--- src/rtl/spi_bus_arbiter.sv ---
// Round-robin owner of the shared SPI bus (DAC, preamp, ADC): grants one requester
// at a time, runs its framed transfer and reports completion plus captured ADC data.
module spi_bus_arbiter #(
  parameter int unsigned CLK_DIV  = 2,
  parameter int unsigned CS_SETUP = 1,
  parameter int unsigned CS_HOLD  = 1
) (
  input  logic        clk,
  input  logic        rst_n,
  input  logic [2:0]  req,
  input  logic [31:0] dac_word,
  input  logic [7:0]  amp_gain,
  output logic [2:0]  done,
  output logic        busy,
  output logic [33:0] adc_data,
  input  logic        spi_miso,
  output logic        spi_mosi,
  output logic        spi_sck,
  output logic        dac_cs,
  output logic        spi_amp_cs,
  output logic        spi_adc_conv,
  output logic        spi_rom_cs
);

  localparam logic [7:0] DIV_M1   = 8'(CLK_DIV - 1);
  localparam logic [7:0] SETUP_M1 = 8'(CS_SETUP - 1);
  localparam logic [7:0] HOLD_M1  = 8'(CS_HOLD - 1);

  typedef enum logic [2:0] {
    IDLE,
    SETUP,
    SHIFT_LO,
    SHIFT_HI,
    HOLD,
    GAP
  } state_t;

  state_t      state;
  logic [7:0]  timer;
  logic [5:0]  bit_cnt;
  logic [30:0] tx_shift;
  logic [33:0] rx_shift;
  logic [1:0]  grant;
  logic [1:0]  last_grant;
  logic [1:0]  arb_idx;

  assign spi_rom_cs = 1'b1;

  // First requester after last_grant in wrap order 0 -> 1 -> 2 -> 0.
  always_comb begin
    arb_idx = 2'd0;
    case (last_grant)
      2'd0: begin
        if (req[1])      arb_idx = 2'd1;
        else if (req[2]) arb_idx = 2'd2;
        else             arb_idx = 2'd0;
      end
      2'd1: begin
        if (req[2])      arb_idx = 2'd2;
        else if (req[0]) arb_idx = 2'd0;
        else             arb_idx = 2'd1;
      end
      default: begin
        if (req[0])      arb_idx = 2'd0;
        else if (req[1]) arb_idx = 2'd1;
        else             arb_idx = 2'd2;
      end
    endcase
  end

  always_ff @(posedge clk or negedge rst_n) begin
    if (!rst_n) begin
      state        <= IDLE;
      timer        <= '0;
      bit_cnt      <= '0;
      tx_shift     <= '0;
      rx_shift     <= '0;
      grant        <= '0;
      last_grant   <= 2'd2;
      busy         <= 1'b0;
      done         <= '0;
      adc_data     <= '0;
      spi_sck      <= 1'b0;
      spi_mosi     <= 1'b0;
      dac_cs       <= 1'b1;
      spi_amp_cs   <= 1'b1;
      spi_adc_conv <= 1'b0;
    end else begin
      done <= '0;
      case (state)
        IDLE: begin
          if (|req) begin
            grant      <= arb_idx;
            last_grant <= arb_idx;
            busy       <= 1'b1;
            timer      <= SETUP_M1;
            rx_shift   <= '0;
            state      <= SETUP;
            // The MSB goes straight to MOSI; tx_shift keeps only the bits still to send.
            case (arb_idx)
              2'd0: begin
                tx_shift <= dac_word[30:0];
                spi_mosi <= dac_word[31];
                bit_cnt  <= 6'd31;
                dac_cs   <= 1'b0;
              end
              2'd1: begin
                tx_shift   <= {amp_gain[6:0], 24'h0};
                spi_mosi   <= amp_gain[7];
                bit_cnt    <= 6'd7;
                spi_amp_cs <= 1'b0;
              end
              default: begin
                tx_shift     <= '0;
                spi_mosi     <= 1'b0;
                bit_cnt      <= 6'd33;
                spi_adc_conv <= 1'b1;
              end
            endcase
          end
        end

        SETUP: begin
          if (timer == '0) begin
            spi_adc_conv <= 1'b0;
            timer        <= DIV_M1;
            state        <= SHIFT_LO;
          end else begin
            timer <= timer - 8'd1;
          end
        end

        SHIFT_LO: begin
          if (timer == '0) begin
            spi_sck  <= 1'b1;
            rx_shift <= {rx_shift[32:0], spi_miso};
            timer    <= DIV_M1;
            state    <= SHIFT_HI;
          end else begin
            timer <= timer - 8'd1;
          end
        end

        SHIFT_HI: begin
          if (timer == '0) begin
            spi_sck <= 1'b0;
            if (bit_cnt == '0) begin
              timer <= HOLD_M1;
              state <= HOLD;
            end else begin
              bit_cnt  <= bit_cnt - 6'd1;
              spi_mosi <= tx_shift[30];
              tx_shift <= {tx_shift[29:0], 1'b0};
              timer    <= DIV_M1;
              state    <= SHIFT_LO;
            end
          end else begin
            timer <= timer - 8'd1;
          end
        end

        HOLD: begin
          if (timer == '0) begin
            dac_cs     <= 1'b1;
            spi_amp_cs <= 1'b1;
            spi_mosi   <= 1'b0;
            done       <= 3'b001 << grant;
            if (grant == 2'd2) adc_data <= rx_shift;
            state      <= GAP;
          end else begin
            timer <= timer - 8'd1;
          end
        end

        GAP: begin
          busy  <= 1'b0;
          state <= IDLE;
        end

        default: state <= IDLE;
      endcase
    end
  end

endmodule

--- config.mk ---
export PLATFORM = sky130hd
export DESIGN_NAME = spi_bus_arbiter
export DESIGN_NICKNAME = d
export VERILOG_FILES = /design/src/rtl/spi_bus_arbiter.sv
export SDC_FILE = /design/constraint.sdc
export NUM_CORES = 1
export LEC_CHECK = 0
export CORE_AREA = 2 2 104 106
export CTS_CLUSTER_SIZE = 12
export DETAILED_ROUTE_END_ITERATION = 16
export DIE_AREA = 0 0 106 108
export PLACE_DENSITY = 0.87
export SYNTH_ARGS = -nofsm -noshare
export SYNTH_HDL_FRONTEND = slang
export SYNTH_SLANG_ARGS = --single-unit
--- constraint.sdc ---
create_clock -name clk -period 3.1 [get_ports clk]
set_input_delay 0.465 -clock clk [delete_from_list [all_inputs] [get_ports clk]]
set_output_delay 0.465 -clock clk [all_outputs]
set_load 0.005 [all_outputs]
After elaboration in Yosys (flattened, before gate mapping)
Index checks and enable logic that the tools add are counted.

word-level totals
  register bits after elaboration = 129

cells by class
  add/sub/neg operators = 2
  equal/unequal tests = 18
  shift operators = 1
  muxes and demuxes = 54
  reductions and logical operators = 28

operators by type and width
  operator                                                            number
  31-bit case mux with 2 select lines                                 2
  31-bit two-way mux                                                  3
  34-bit two-way mux                                                  2
  34-bit case mux with 2 select lines                                 1
  8-bit two-way mux                                                   4
  8-bit case mux with 4 select lines                                  1
  3-bit two-way mux                                                   8
  6-bit case mux with 2 select lines                                  2
  6-bit two-way mux                                                   3
  2-bit != test, second input constant                                8
  4-bit AND reduction                                                 4
  3-bit case mux with 5 select lines                                  1
  1-bit two-way mux                                                   14
  1-bit case mux with 2 select lines                                  6
  3-bit AND reduction                                                 4
  2-bit nonzero test                                                  6
  2-bit two-way mux                                                   5
  5-bit AND reduction                                                 2
  8-bit zero test                                                     1
  8-bit by 1-bit subtractor with 8-bit output, second input constant  1
  3-bit by 2-bit == test with 1-bit output, second input constant     2
  3-bit == test, second input constant                                2
  6-bit zero test                                                     1
  6-bit by 1-bit subtractor with 6-bit output, second input constant  1
  other kinds (14)                                                    19

Longest topological paths before layout
Gate-level depths: netlist of the first run.

  word-level depth = 8
  depth in mapped cells = 9

Least setup slack after synthesis of the first run
Ideal clock, no wire load.

  path kind = register -> register
  start = register timer[0]
  end = register adc_data[10]
  setup time = 0.125 ns
  data arrival time = 1.901 ns
  data required time = 2.975 ns
  setup slack = 1.074 ns
  stages on the path, launching flop included = 9
  path buffers = 1
  period minus slack after synthesis = 2.026 ns
  path through = dfrtp_1 inv_1 ha_1 nor3b_1 nand2_4 nor2_4 nand3b_4 buf_6 mux2_4

between the ends
  word-level cells in the longest chain between the ends = 2

ends and longest elaborated chain
  what                           RTL line  source
  start: declaration             39        logic [7:0] timer;
  start signal: assignment       129       timer <= timer - 8'd1;
  start signal: assignment       140       timer <= timer - 8'd1;
  start signal: assignment       158       timer <= timer - 8'd1;
  8-bit zero test                163       if (timer == '0) begin
  3-bit AND reduction (no line)  n/a
  end signal: assignment         168       if (grant == 2'd2) adc_data <= rx_shift;
  end: declaration               15        output logic [33:0] adc_data,

No other way between the ends.
A chain may end at the register's enable or synchronous reset.

Final worst setup path of the first run
  start = register timer[0]
  end = register bit_cnt[3]

between the ends
  word-level cells in the longest chain between the ends = 3

ends and longest elaborated chain
  what                           RTL line  source
  8-bit zero test                145       if (timer == '0) begin
  2-bit != test (no line)        n/a
  4-bit AND reduction (no line)  n/a
  end signal: assignment         151       bit_cnt <= bit_cnt - 6'd1;
  end: declaration               40        logic [5:0] bit_cnt;

No other way between the ends.

==> impl_metrics.json, run 1 <==
{
  "finalHoldViolations": 0,
  "report.power.total_w": 0.00387,
  "grt_usage": 0.264,
  "start_kind": "flop",
  "grt_pass1_wl_um": 23800,
  "r2r_cells": 8,
  "synthTopCellsByCount": "dfrtp_1 (125), o21ai_0 (71), nor2_1 (52)",
  "dieArea_mm2": 0.0114,
  "power.switching_w": 0.000805,
  "relSlewSlack": 0.400,
  "dr_total_vias": 4857,
  "p_clk_frac": 0.534,
  "leakagePower_nw": 3.27,
  "first_iter_violations": 344,
  "synth_most_common_cell": "dfrtp_1",
  "worstReg2RegStart": "timer[0]",
  "firstDrtPassIters": 5,
  "htree_levels": 4,
  "worst_setup_path_end_kind": "flop",
  "tightestPinTransition_ps": 900,
  "peakVddDrop_v": 0.000362,
  "core_area_mm2": 0.0102,
  "yosysSeqAreaShare": 0.544,
  "first_global_vias": 4745,
  "grt_max_degree": 73,
  "crit_required_ps": 3500,
  "clkTransAtPathRegs_ps": 60,
  "cts.hold.buffers_added": 0,
  "synthFlopType": "dfrtp_1",
  "seq_area_mm2": 0.00321,
  "synth_area_mm2": 0.00589,
  "p_seq_frac": 0.433,
  "fp.dieW_um": 106,
  "n_fill_cell": 653,
  "post_cts_resize_count": 0,
  "grt-ovfl-total": 0,
  "nNetsFinal": 711,
  "numCtsBuffers": 17,
  "syn_nets": 622,
  "synthCells": 573,
  "antenna_found_initial": 0,
  "combPwrFrac": 0.033,
  "synth.avg_cell_area_um2": 10.3,
  "finClkSkew_ps": 8.44,
  "yosysTopAreaCell": "dfrtp_1",
  "io_pins": 90,
  "whs_ps": 52.3,
  "syn_to_final_growth_pct": 27.8,
  "tns_ps": 0,
  "row_count": 37,
  "ant_nets": 0,
  "wirelength_um": 14300,
  "grt_setup_unrepaired": "false",
  "wire_per_inst_um": 17.7,
  "cap_viol_max_count": 0,
  "post-route-period-util": 0.903,
  "cts_max_path_buffers": 2,
  "gp_congestion": 0.910,
  "pwr_density_cell_mw_per_mm2": 513,
  "period_minus_slack_ps": 2800,
  "diodes": 0,
  "die_y_um": 108,
  "hpwl_um": 9260,
  "netSwitchingFraction": 0.208,
  "port_buffers": 88,
  "intPower_w": 0.00306,
  "synthDistinctLibCells": 58,
  "r2r_end": "bit_cnt[3]",
  "maxClockFrequency_mhz": 357,
  "yosys_register_bits": 128,
  "arrival_ps": 3200,
  "hp-class": "input pin to async pin",
  "yosys-top-cells-area": "dfrtp_1 (53%), mux2_4 (7.4%), o21ai_0 (6.0%), nor2_1 (3.3%), nand3_1 (3.1%)",
  "yosysWarnings": 0,
  "finalMaxSlewViolations": 0,
  "drive_gt1_frac": 0.148,
  "layout.cells.non_filler": 810,
  "multi_input_area_mm2": 0.00235,
  "status": "completed",
  "clock_latency_ps": 530,
  "path_class": "flop to flop",
  "post_cts_buffers": 0,
  "tritoncts": "yes",
  "clock_sinks": 128,
  "synth_edf_count": 0,
  "drc": 0,
  "final-setup-viol-count": 0,
  "initial_core_util": 0.576,
  "reg2reg_slack_ps": 300,
  "async_flop_share": 1.00,
  "cts-root-buf": "clkbuf_8",
  "dp_cells": 778,
  "yosysTopAreaCellShare": 0.531,
  "path_max_fanout": 20,
  "viasPerCell": 6.00
}
metal layers:
layer	vias up	part of all wire	track usage
met5	-	0	0
met4	0	0.021	0.0874
met3	27	0.062	0.0512
met2	224	0.52	0.452
met1	2409	0.40	0.342
li1	2197	-	-
cell type report:
type,instances,area share
Sequential cell,128,0.426
Timing Repair Buffer,105,0.135
Clock inverter,13,0.0246
Clock buffer,18,0.0568
Multi-Input combinational cell,364,0.312
Inverter,46,0.0229
Tap cell,136,0.0226
power by group through the flow:
stage	clock network (W)	registers [W]	logic, W
4_1_cts	0.00207	0.00167	0.000132
3_5_place_dp	0	0.00170	0.000130
3_3_place_gp	0	0.00170	0.000127
5_1_grt	0.00216	0.00167	0.000143
6_report	0.00206	0.00167	0.000129
2_1_floorplan	0	0.00170	0.0000241
cells in the final DEF, fill, tap and decap left out, types with 3 or more instances in the layout:
| cell type | count |
|---|---|
| clkbuf_16 | 16 |
| dfstp_2 | 3 |
| mux2_2 | 5 |
| nor2b_1 | 3 |
| nor3_1 | 13 |
| clkdlybuf4s50_1 | 87 |
| buf_4 | 17 |
| nand3_1 | 37 |
| inv_1 | 46 |
| dfrtp_1 | 125 |
| o21ai_0 | 71 |
| clkinv_2 | 3 |
| ha_1 | 3 |
| a32o_1 | 4 |
| a221oi_1 | 7 |
| a21oi_1 | 14 |
| mux2_4 | 29 |
| nor2_1 | 51 |
| nor3b_1 | 3 |
| bufinv_16 | 4 |
| nand2_1 | 41 |
| and2_1 | 4 |
| a31oi_1 | 29 |
| a22o_1 | 5 |
registers in the layout (all words and copies together) (netlist names):
signal and count:
spi_adc_conv 1, dac_cs 1, rx_shift 34, spi_sck 1, grant 2, done 3, tx_shift 31, spi_mosi 1
spi_amp_cs 1, timer 8, busy 1, state 3, adc_data 34, last_grant 1, bit_cnt 6
worst max-delay path, stage by stage (launching register included):
cell       delay [ps]
dfrtp_1           430
inv_1             110
ha_1              180
nor3b_1           460
nand2_4           100
o31ai_4           810
buf_4             330
o21ai_0           120
o2bb2ai_1         150
worst max path at each step:
stage	from	endpoint	slack, ps	cells after the start
6_report	timer[0]	bit_cnt[3]	300	8
5_1_grt	timer[1]	bit_cnt[3]	140	8
4_1_cts	timer[0]	rx_shift[7]	200	9
3_5_place_dp	req[0]	rx_shift[9]	370	7
3_3_place_gp	req[1]	rx_shift[9]	490	7
2_1_floorplan	timer[0]	adc_data[10]	1070	8
kinds of logic (layout without fill, tap and decap cells):
kind of cell / count (synthesis) / in the layout / synth area share
flip-flops: 128 / 128 / 0.544
multiplexers: 36 / 36 / 0.0869
AND/OR/NAND/NOR: 168 / 168 / 0.138
adder cells (fa/ha/maj): 3 / 3 / 0.00637
AO/OA/AOI/OAI: 154 / 155 / 0.162
buffers and inverters: 82 / 182 / 0.0607
XOR/XNOR: 1 / 1 / 0.00149
other: 1 / 1 / 0.000636
metrics by stage:
step	instance area [um2]	utilization	setup slack [ps]
finish	7530	0.736	302
CTS	7520	0.735	204
detailed placement	6910	0.675	373
floorplan	5890	-	1070
global route	7530	0.736	139
global placement	6910	0.675	485
Power figures use the tool's default switching activity.
==> inputs of run 2 (changes only) <==
==> config.mk (replaced) <==
export PLATFORM = sky130hd
export DESIGN_NAME = spi_bus_arbiter
export DESIGN_NICKNAME = d
export VERILOG_FILES = /design/src/rtl/spi_bus_arbiter.sv
export SDC_FILE = /design/constraint.sdc
export NUM_CORES = 1
export LEC_CHECK = 0
export CAP_MARGIN = 30
export CORE_AREA = 2 2 113 115
export CTS_CLUSTER_SIZE = 12
export DETAILED_ROUTE_END_ITERATION = 16
export DIE_AREA = 0 0 115 117
export PLACE_DENSITY_LB_ADDON = 0.12
export SYNTH_ARGS = -nofsm -noshare
export SYNTH_HDL_FRONTEND = slang
export SYNTH_SLANG_ARGS = --single-unit
==> constraint.sdc (replaced) <==
create_clock -name clk -period 2.5 [get_ports clk]
set_input_delay 0.375 -clock clk [delete_from_list [all_inputs] [get_ports clk]]
set_output_delay 0.375 -clock clk [all_outputs]
set_load 0.005 [all_outputs]
==> run 2 against run 1 <==
  * Power up 25%
  * Fmax up 22%
  * Sequential share of layout area down 0.61 points
  * Largest cell class unchanged
  * Critical path depth unchanged
  * Final cell count up 2.5%
==> impl_metrics.json, run 2 (synthesis results as in run 1) <==
{
  "firstDrtPassIters": 4,
  "final_cell_mix": "dfrtp_1 (125), clkdlybuf4s50_1 (87), o21ai_0 (71)",
  "period_minus_slack_ps": 2300,
  "row_count": 41,
  "reg.largest.list": "adc_data: 34 flops, rx_shift: 34 flops, tx_shift: 31 flops",
  "maxClockFrequency_mhz": 434,
  "whs_ps": 430,
  "antenna_found_initial": 0,
  "core_area_mm2": 0.0123,
  "finClkSkew_ps": 4.78,
  "post_cts_buffers": 0,
  "tritoncts": "yes",
  "arrival_ps": 2600,
  "first_global_vias": 4508,
  "worstReg2RegStart": "timer[0]",
  "clock_sinks": 128,
  "dr_total_vias": 4558,
  "fp.dieW_um": 115,
  "critPathCapture": "adc_data[14]",
  "die_y_um": 117,
  "grt-ovfl-total": 0,
  "cts-root-buf": "clkbuf_16",
  "post-route-period-util": 0.921,
  "start_kind": "flop",
  "post_cts_resize_count": 0,
  "design_area_mm2": 0.00764,
  "nNetsFinal": 717,
  "diodes": 0,
  "io_pins": 90,
  "crit_chain": "inv_1 -> ha_1 -> nor3b_1 -> nand2_4 -> nor2_4 -> nand3b_4 -> buf_12 -> mux2_4",
  "grt_pass1_wl_um": 21900,
  "relSlewSlack": 0.633,
  "path_max_fanout": 35,
  "path_class": "flop to flop",
  "grt_max_degree": 69,
  "finalMaxSlewViolations": 0,
  "place_area_mm2": 0.00701,
  "intPower_w": 0.00387,
  "dp_cells": 798,
  "crit_slowest_cell": "dfrtp_1",
  "combPwrFrac": 0.034,
  "ant_nets": 0,
  "crit_path_start": "timer[0]",
  "htree_levels": 4,
  "cts.hold.buffers_added": 1,
  "wire_per_inst_um": 15.7,
  "finalHoldViolations": 0,
  "viasPerCell": 5.49,
  "first_iter_violations": 288,
  "hpwl_um": 8690,
  "tns_ps": 0,
  "initial_core_util": 0.479,
  "r2r_cells": 8,
  "wirelength_um": 13000,
  "final-setup-viol-count": 0,
  "drive_gt1_frac": 0.151,
  "leakagePower_nw": 3.32,
  "cap_viol_max_count": 0,
  "netSwitchingFraction": 0.200,
  "numCtsBuffers": 17,
  "status": "completed",
  "r2r_end": "adc_data[14]",
  "worst_setup_path_end_kind": "flop",
  "syn_to_final_growth_pct": 29.7,
  "max_stage_delay_ps": 430,
  "dieArea_mm2": 0.0135,
  "reg2reg_slack_ps": 200,
  "tightestPinTransition_ps": 551,
  "n_fill_cell": 1014,
  "clkTransAtPathRegs_ps": 60,
  "p_clk_frac": 0.537,
  "cts_max_path_buffers": 2,
  "hp-class": "input pin to async pin",
  "pwr_density_cell_mw_per_mm2": 633,
  "grt_setup_unrepaired": "false",
  "gp_congestion": 0.871,
  "port_buffers": 88,
  "drc": 0,
  "peakVddDrop_v": 0.000418,
  "p_seq_frac": 0.429,
  "layout.cells.non_filler": 830,
  "final_core_util": 0.621,
  "clock_latency_ps": 420,
  "final_common_cell": "dfrtp_1",
  "power.switching_w": 0.000966,
  "crit_required_ps": 2800,
  "grt_usage": 0.210
}
[run 2: cell count changes in the layout (fill, tap and decap cells not counted), sizes merged]
cell | previous run | this run
inv | 48 | 46
clkbuf | 18 | 21
o21ai | 74 | 73
dlygate4sd3 | 0 | 1
clkinvlp | 2 | 1
buf | 18 | 24
[run 2: power groups by stage]
stage	sequential, W	clock, W	combinational, W
finish	0.00208	0.00260	0.000164
global route	0.00207	0.00274	0.000180
CTS	0.00208	0.00264	0.000168
detailed placement	0.00211	0	0.000166
global placement	0.00211	0	0.000164
floorplan	0.00211	0	0.0000298
[run 2: area by class of cell]
type | count | area [um2] | area share
Multi-Input combinational cell | 363 | 2340 | 0.306
Clock inverter | 10 | 160 | 0.0210
Tap cell | 150 | 188 | 0.0246
Inverter | 46 | 173 | 0.0226
Clock buffer | 21 | 460 | 0.0603
Sequential cell | 128 | 3210 | 0.420
Timing Repair Buffer | 112 | 1110 | 0.145
[run 2: worst min path at each step]
stage,from,endpoint,cells after the start
6_report,rst_n,adc_data[21],2
5_1_grt,rst_n,adc_data[22],2
4_1_cts,rst_n,adc_data[21],2
3_5_place_dp,rst_n,adc_data[21],1
3_3_place_gp,rst_n,adc_data[21],1
2_1_floorplan,rst_n,adc_data[0],0
[run 2: metrics by stage]
| step | power (W) | worst slack [ps] |
|---|---|---|
| after global placement | 0.00228 | 258 |
| final | 0.00484 | 198 |
| after global routing | 0.00500 | 22.2 |
| after floorplan | 0.00214 | 474 |
| after CTS | 0.00488 | 232 |
| after detailed placement | 0.00228 | 237 |
[run 2: layer usage]
layer | up-vias | global-route usage | wire length [um]
li1 | 2195 | - | -
met1 | 2249 | 0.270 | 5800
met2 | 96 | 0.345 | 6500
met3 | 18 | 0.0551 | 526
met4 | 0 | 0.0787 | 200
met5 | - | 0 | 0
[run 2: critical path: cells and delay by family, from the launching register on]
family                   cells  cell delay [ps]
flip-flops                   1              430
buffers and inverters        2              290
multiplexers                 1              320
adder cells (fa/ha/maj)      1              170
AND/OR/NAND/NOR              4              950
